**src/rtl/cpu_pkg.sv**
```systemverilog
`default_nettype none
// ============================================================================
//  Module      : cpu_pkg
//  Description : Shared types and constants for the MIPS-style core. Defines
//                the instruction word type, the IF/ID pipeline register
//                layout and the NOP/reset constants used by the fetch stage.
//  Revision    : 1.0  initial release
// ============================================================================
package cpu_pkg;

    localparam int          INSTR_W   = 32;
    localparam logic [31:0] NOP_INSTR = 32'h0000_0000;
    localparam logic [31:0] RESET_PC  = 32'h0000_0000;

    typedef logic [INSTR_W-1:0] instr_t;

    // IF/ID pipeline register contents.
    typedef struct packed {
        instr_t               instr;
        logic [INSTR_W-1:0]   pc4;
        logic                 valid;
    } if_id_t;

    // Bubble loaded on reset, flush and wrong-path squash.
    function automatic if_id_t if_id_bubble();
        if_id_t b;
        b.instr = NOP_INSTR;
        b.pc4   = '0;
        b.valid = 1'b0;
        return b;
    endfunction

endpackage
`default_nettype wire

```
**src/rtl/if_id_register.sv**
```systemverilog
`default_nettype none
// ============================================================================
//  Module      : if_id_register
//  Description : IF/ID pipeline register. Holds the fetched instruction, its
//                PC+4 and a valid flag as one packed struct.
//  Ports       : clk   - rising-edge clock
//                reset - synchronous, active-high reset (loads a bubble)
//                stall - hold current contents
//                flush - load a bubble (wins over stall)
//                d     - next contents from the fetch stage
//                q     - registered contents
//  Revision    : 1.0  initial release
// ============================================================================
module if_id_register
    import cpu_pkg::*;
(
    input  logic   clk,
    input  logic   reset,
    input  logic   stall,
    input  logic   flush,
    input  if_id_t d,
    output if_id_t q
);

    if_id_t r_q;

    always_ff @(posedge clk) begin
        if (reset) begin
            r_q <= if_id_bubble();
        end else if (flush) begin
            r_q <= if_id_bubble();
        end else if (!stall) begin
            r_q <= d;
        end
    end

    assign q = r_q;

endmodule
`default_nettype wire

```
**src/rtl/instruction_fetch_unit.sv**
```systemverilog
`default_nettype none
// ============================================================================
//  Module      : instruction_fetch_unit
//  Description : Fetch stage. Owns the program counter, drives the word
//                address of the asynchronous-read instruction memory, selects
//                the next PC (jump > branch > stall > sequential) and loads
//                the IF/ID register with the fetched word and PC+4.
//  Ports       : clk, reset           - clock, synchronous active-high reset
//                stall, flush         - hazard-unit controls
//                branch_taken/target  - branch redirect (byte address)
//                jump/jump_target     - jump redirect (byte address)
//                imem_addr            - word address to memory (combinational)
//                imem_rd              - word returned by memory, same cycle
//                pc                   - current PC (byte address)
//                if_id_instr/pc4/valid- IF/ID register outputs
//  Revision    : 1.0  initial release
// ============================================================================
module instruction_fetch_unit
    import cpu_pkg::*;
#(
    parameter int          ADDR_W   = 6,
    parameter int          DATA_W   = 32,
    parameter logic [31:0] RESET_PC = cpu_pkg::RESET_PC
) (
    input  logic              clk,
    input  logic              reset,
    input  logic              stall,
    input  logic              flush,
    input  logic              branch_taken,
    input  logic [DATA_W-1:0] branch_target,
    input  logic              jump,
    input  logic [DATA_W-1:0] jump_target,
    output logic [ADDR_W-1:0] imem_addr,
    input  logic [DATA_W-1:0] imem_rd,
    output logic [DATA_W-1:0] pc,
    output logic [DATA_W-1:0] if_id_instr,
    output logic [DATA_W-1:0] if_id_pc4,
    output logic              if_id_valid
);

    localparam logic [DATA_W-1:0] c_PC_STEP    = DATA_W'(4);
    // Targets are always word aligned; the low two bits are discarded.
    localparam logic [DATA_W-1:0] c_ALIGN_MASK = ~DATA_W'(3);

    logic [DATA_W-1:0] r_pc;
    logic [DATA_W-1:0] w_pc4;
    logic [DATA_W-1:0] w_next_pc;
    logic              w_redirect;
    if_id_t            w_if_id_d;
    if_id_t            w_if_id_q;

    // Wraps modulo 2^DATA_W.
    assign w_pc4      = r_pc + c_PC_STEP;
    assign w_redirect = jump | branch_taken;

    // A redirect beats stall: the target is fetched next cycle regardless.
    always_comb begin
        w_next_pc = w_pc4;
        if (jump) begin
            w_next_pc = jump_target & c_ALIGN_MASK;
        end else if (branch_taken) begin
            w_next_pc = branch_target & c_ALIGN_MASK;
        end else if (stall) begin
            w_next_pc = r_pc;
        end
    end

    always_ff @(posedge clk) begin
        if (reset) begin
            r_pc <= RESET_PC;
        end else begin
            r_pc <= w_next_pc;
        end
    end

    // Word address wraps modulo 2^ADDR_W by simple truncation.
    assign imem_addr = r_pc[ADDR_W+1:2];
    assign pc        = r_pc;

    always_comb begin
        w_if_id_d       = if_id_bubble();
        w_if_id_d.instr = imem_rd;
        w_if_id_d.pc4   = w_pc4;
        w_if_id_d.valid = 1'b1;
    end

    // The word currently being fetched is on the wrong path when a redirect
    // is taken, so it is squashed together with an explicit flush.
    if_id_register u_if_id_register (
        .clk   (clk),
        .reset (reset),
        .stall (stall),
        .flush (flush | w_redirect),
        .d     (w_if_id_d),
        .q     (w_if_id_q)
    );

    assign if_id_instr = w_if_id_q.instr;
    assign if_id_pc4   = w_if_id_q.pc4;
    assign if_id_valid = w_if_id_q.valid;

endmodule
`default_nettype wire

```
**config.mk**
```make
export PLATFORM = sky130hd
export DESIGN_NAME = instruction_fetch_unit
export DESIGN_NICKNAME = d
export VERILOG_FILES = /design/src/rtl/cpu_pkg.sv /design/src/rtl/if_id_register.sv /design/src/rtl/instruction_fetch_unit.sv
export SDC_FILE = /design/constraint.sdc
export NUM_CORES = 1
export LEC_CHECK = 0
export CAP_MARGIN = 20
export CORE_UTILIZATION = 39
export DETAILED_ROUTE_END_ITERATION = 10
export PLACE_DENSITY = 0.77
export SYNTH_ARGS = -nofsm -noshare
export SYNTH_HDL_FRONTEND = slang
export SYNTH_SLANG_ARGS = --single-unit
```
**constraint.sdc**
```tcl
create_clock -name clk -period 1.8 [get_ports clk]
set_input_delay 0.36 -clock clk [delete_from_list [all_inputs] [get_ports clk]]
set_output_delay 0.36 -clock clk [all_outputs]
set_load 0.005 [all_outputs]
```
==> results.md <==
Critical path:
- The beginning of the critical path is pc[3].
- The critical path goes through buf_6 > nand2_2 > or4_4 > buf_12 > o31ai_2 > a21oi_2 > nor4_2.
- In this design, the stage delay of the slowest critical-path cell is 0.53 ns.
- The worst setup path is captured at a register.
- The category of the worst setup path launch point is a register.
- At the worst endpoint, the required time is 2.06 ns.
- The category of the most critical setup path is reg2reg.
- The setup slack of the worst register-to-register path is 0.007 ns.
- For this design, the slowest cell found on the critical path is or4_4.
- The worst register-to-register path begins at pc[3].
- The endpoint identified for the worst register-to-register timing path is pc[27].
- Counting cells, the worst reg-to-reg path comes to 7.
- Along the worst path, the maximum fanout reaches 5.
- The endpoint arrival time on the critical path is 2.05 ns.

Finish:
- The antenna cell count is 0.
- Measured on the finished design, the core utilization comes to 65.8%.
- The net count of the finished layout is 927.
- Compared with the post-synthesis result, the final layout area differs by 63.1%.
- The share of layout cells above drive strength 1 is 20.1%.

Floorplanning:
- The total I/O pin count is 205.
- The initial cell density of the core is 40.4%.
- The core outline area is 12200 um2.
- The number of cell rows is 40.
- The full die area is 13000 um2.
- The die is 114 um tall.
- The floorplan die width is 114 um.

Route:
- The first-pass iteration count of the detailed router is 5.
- In the routed layout, each cell is associated on average with a via count of 5.48.
- The residual antenna-violating net count after detailed routing is 0.
- The final route contains 5461 vias.
- The DRC marker count from the first detailed-route iteration is 349.
- The post-detailed-route wirelength per cell is 17.9 um.
- The total wirelength of the detailed-routed design is 17800 um.
- The remaining design rule violation count is 0.

CTS:
- In this run the clock root is driven by a clkbuf_16.
- The TritonCTS sink count is 93.
- The source-to-sink clock delay at the later pin of the worst-skew pair is 0.36 ns.
- The clock tree from TritonCTS is yes.
- Counting the buffers created by CTS gives 9.
- The clock-pin slew on the worst setup and hold paths is 0.07 ns.
- Counting along the longest clock path gives a buffer depth of 2.
- The H-tree depth is 3.

Worst hold path:
- The path class of the lowest-slack min-delay path is reg2reg.
- The worst hold path cell count is 2.
- For hold timing, the worst endpoint is u_if_id_register.q[5].
- The start point of the worst min-delay path is u_if_id_register.q[5].

Job:
- The number of violations of the max-capacitance limit is 0.

Logic synthesis:
- Counting every instance in the synthesized netlist gives 566.
- The sequential share of the synthesized area is 37.9%.
- The synthesized netlist occupies a cell area of 4910 um2.
- The netlist uses 65 different library cells.
- Summed over all instances, the cell type with the most area after synthesis is dfxtp_1.
- For this run, the number of Yosys warnings is 0.
- In this run, synthesis inferred 0 flip-flops with an integrated enable.
- Sorting the synthesized cells by area gives the leading types as dfxtp_1 38%, mux2i_1 8.2%, nor2_1 5.3%.
- The multiplexer fraction of the synthesized cell area is 8.15%.
- The most frequently used flop master after synthesis is dfxtp_1.
- The compound-cell area share of the yosys netlist is 18.3%.
- After synthesis, the largest family of logic cells by area is simple AND/OR/NAND/NOR gates.
- Of the total synthesized cell area, the portion taken by XOR and XNOR cells is 5.17%.
- Of the total synthesized cell area, the portion taken by full adders, half adders and majority gates is 0.255%.
- The area fraction of the dominant cell type after synthesis is 37.9%.
- After Yosys synthesis, and, or, nand and nor cells account for 22.2% of the synthesized area.
- The mean post-synth cell area is 8.67 um2.
- The synthesized flop and latch total is 93.
- The proportion of register bits with asynchronous set or reset after synthesis is 0%.

STA:
- The final-report hold violation count is 0.
- The worst hold slack is 0.455 ns.
- The final critical path takes up 99.6% of the cycle.
- The max-slew violation count is 0.
- The timing-limited maximum frequency is 0.558 GHz.
- The final critical path time including I/O delays and setup is 1.79 ns.
- Setup violations remaining at the end of the flow were counted as 0.
- The worst setup skew after layout is 0.00930 ns.
- Setup repair after global routing could not meet its margin everywhere.

Pwr:
- In this run the power density over the cells is 637 nW/um2.
- For this design the static power due to leakage is 0.00320 uW.
- The highest ir drop seen on vdd is 0.502 mV.

GRT:
- The via count of the first global-routing pass was 5413.
- The total global routing overflow is 0.
- The global-route total usage across every layer is 27.3%.
- The number of antenna violations at the first check in global routing is 0.
- The first global-routing pass estimated 27600 um of wire.
- The largest net degree at the start of global routing is 53.

Place:
- Buffers placed on the I/O ports in this run total 196.
- The HPWL after detailed placement is 13500 um.
- The final estimated routing congestion in global placement is 0.914.

Run status:
- The flow ran to the end, and the final reports show no timing, DRC or antenna violations.
report_power, final:
part	internal, uW	switching, uW
clock network	1010	842
logic	601	464
registers	2120	60.6
final cells by class:
type / count / area, um2
Inverter: 15 / 56.3
Clock buffer: 12 / 256
Clock inverter: 4 / 22.5
Tap cell: 168 / 210
Timing Repair Buffer: 299 / 2790
Multi-Input combinational cell: 406 / 2790
Sequential cell: 93 / 1880
Fill cell: 985 / 4150
metrics by stage:
step	cell area, um2	power [uW]	TNS (ns)	setup slack (ns)	instances
floorplan	4950	2680	-0.0340	-0.0154	569
global placement	7510	3230	-10.99	-0.197	975
detailed placement	7510	3250	-14.83	-0.302	975
CTS	7880	5090	-0.0722	-0.0325	995
global route	8010	5270	-0.161	-0.0619	997
finish	8010	5100	0	0.00732	997
worst max-delay path by stage:
stage,cells past startpoint,endpoint,slack (ns)
floorplan,6,pc[24],-0.02
global placement,6,u_if_id_register.q[0],-0.20
detailed placement,7,pc[15],-0.30
CTS,5,pc[31],-0.03
global route,6,pc[27],-0.06
finish,7,pc[27],0.007
Yosys cell counts (4+ instances only):
master     n
buf_2      5
a221o_1    5
a211oi_1  13
a221oi_1   4
and2_1     4
xnor2_1   21
dfxtp_1   93
o21a_1     4
nand3_1   13
o21ai_0   29
nor3_1    19
a31oi_1    5
nand2_1   31
xor2_1     8
a21oi_1   38
mux2i_1   40
and3_1     6
nor4_1     9
a22oi_1    6
clkbuf_1  26
nor2_1    69
buf_4     15
nand4_1    9
o22ai_1   11
inv_1     13
buf_6      4
and4_1     6
critical path, delay by kind of cell (launching register included):
family / cells / cell delay, ns
compound gates: 2 / 0.29
simple gates: 3 / 0.79
buf+inv: 2 / 0.27
flops: 1 / 0.36
layout by cell type, fill, tap and decap left out, types with 6 or more instances in the layout:
| master | n |
|---|---|
| inv_1 | 13 |
| dlymetal6s2s_1 | 6 |
| nand2_1 | 29 |
| dfxtp_1 | 85 |
| buf_4 | 95 |
| nor4_1 | 8 |
| and3_1 | 6 |
| o21ai_0 | 28 |
| xor2_1 | 8 |
| a22oi_1 | 6 |
| nand3_1 | 12 |
| o22ai_1 | 11 |
| clkdlybuf4s50_1 | 189 |
| mux2i_1 | 40 |
| a21oi_1 | 37 |
| clkbuf_16 | 9 |
| nor2_1 | 68 |
| nor3_1 | 17 |
| nand4_1 | 9 |
| a211oi_1 | 11 |
| xnor2_1 | 20 |
| buf_6 | 6 |
metal layers:
metal / global-route usage, % / vias to the layer above / wire length [um]
li1: - / 2555 / -
met3: 8.52 / 36 / 1770
met1: 30.6 / 2599 / 6890
met5: 0 / - / 0
met2: 47.4 / 271 / 8710
met4: 12.6 / 0 / 467
logic make-up after synthesis:
logic type,Yosys count
and+or+nand+nor,194
AOI/OAI and AO/OA,138
DFF,93
buffers and inverters,70
muxes,40
xor gates and xnor gates,29
adders and majority gates,1
other,1
registers in the layout, indices dropped and copies added, names as in the netlist:
name,flops
pc,30
u_if_id_register.q,63
timing repair:
action                                 in CTS  in global routing
resized for setup                          16                 29
setup endpoints to repair                  23                 26
buffers inserted                            4                  2
endpoints found under the hold margin       0                  0
hold buffers                                0                  0
pin swaps                                   4                  5
No activity file was read; power rests on OpenSTA's default activity.
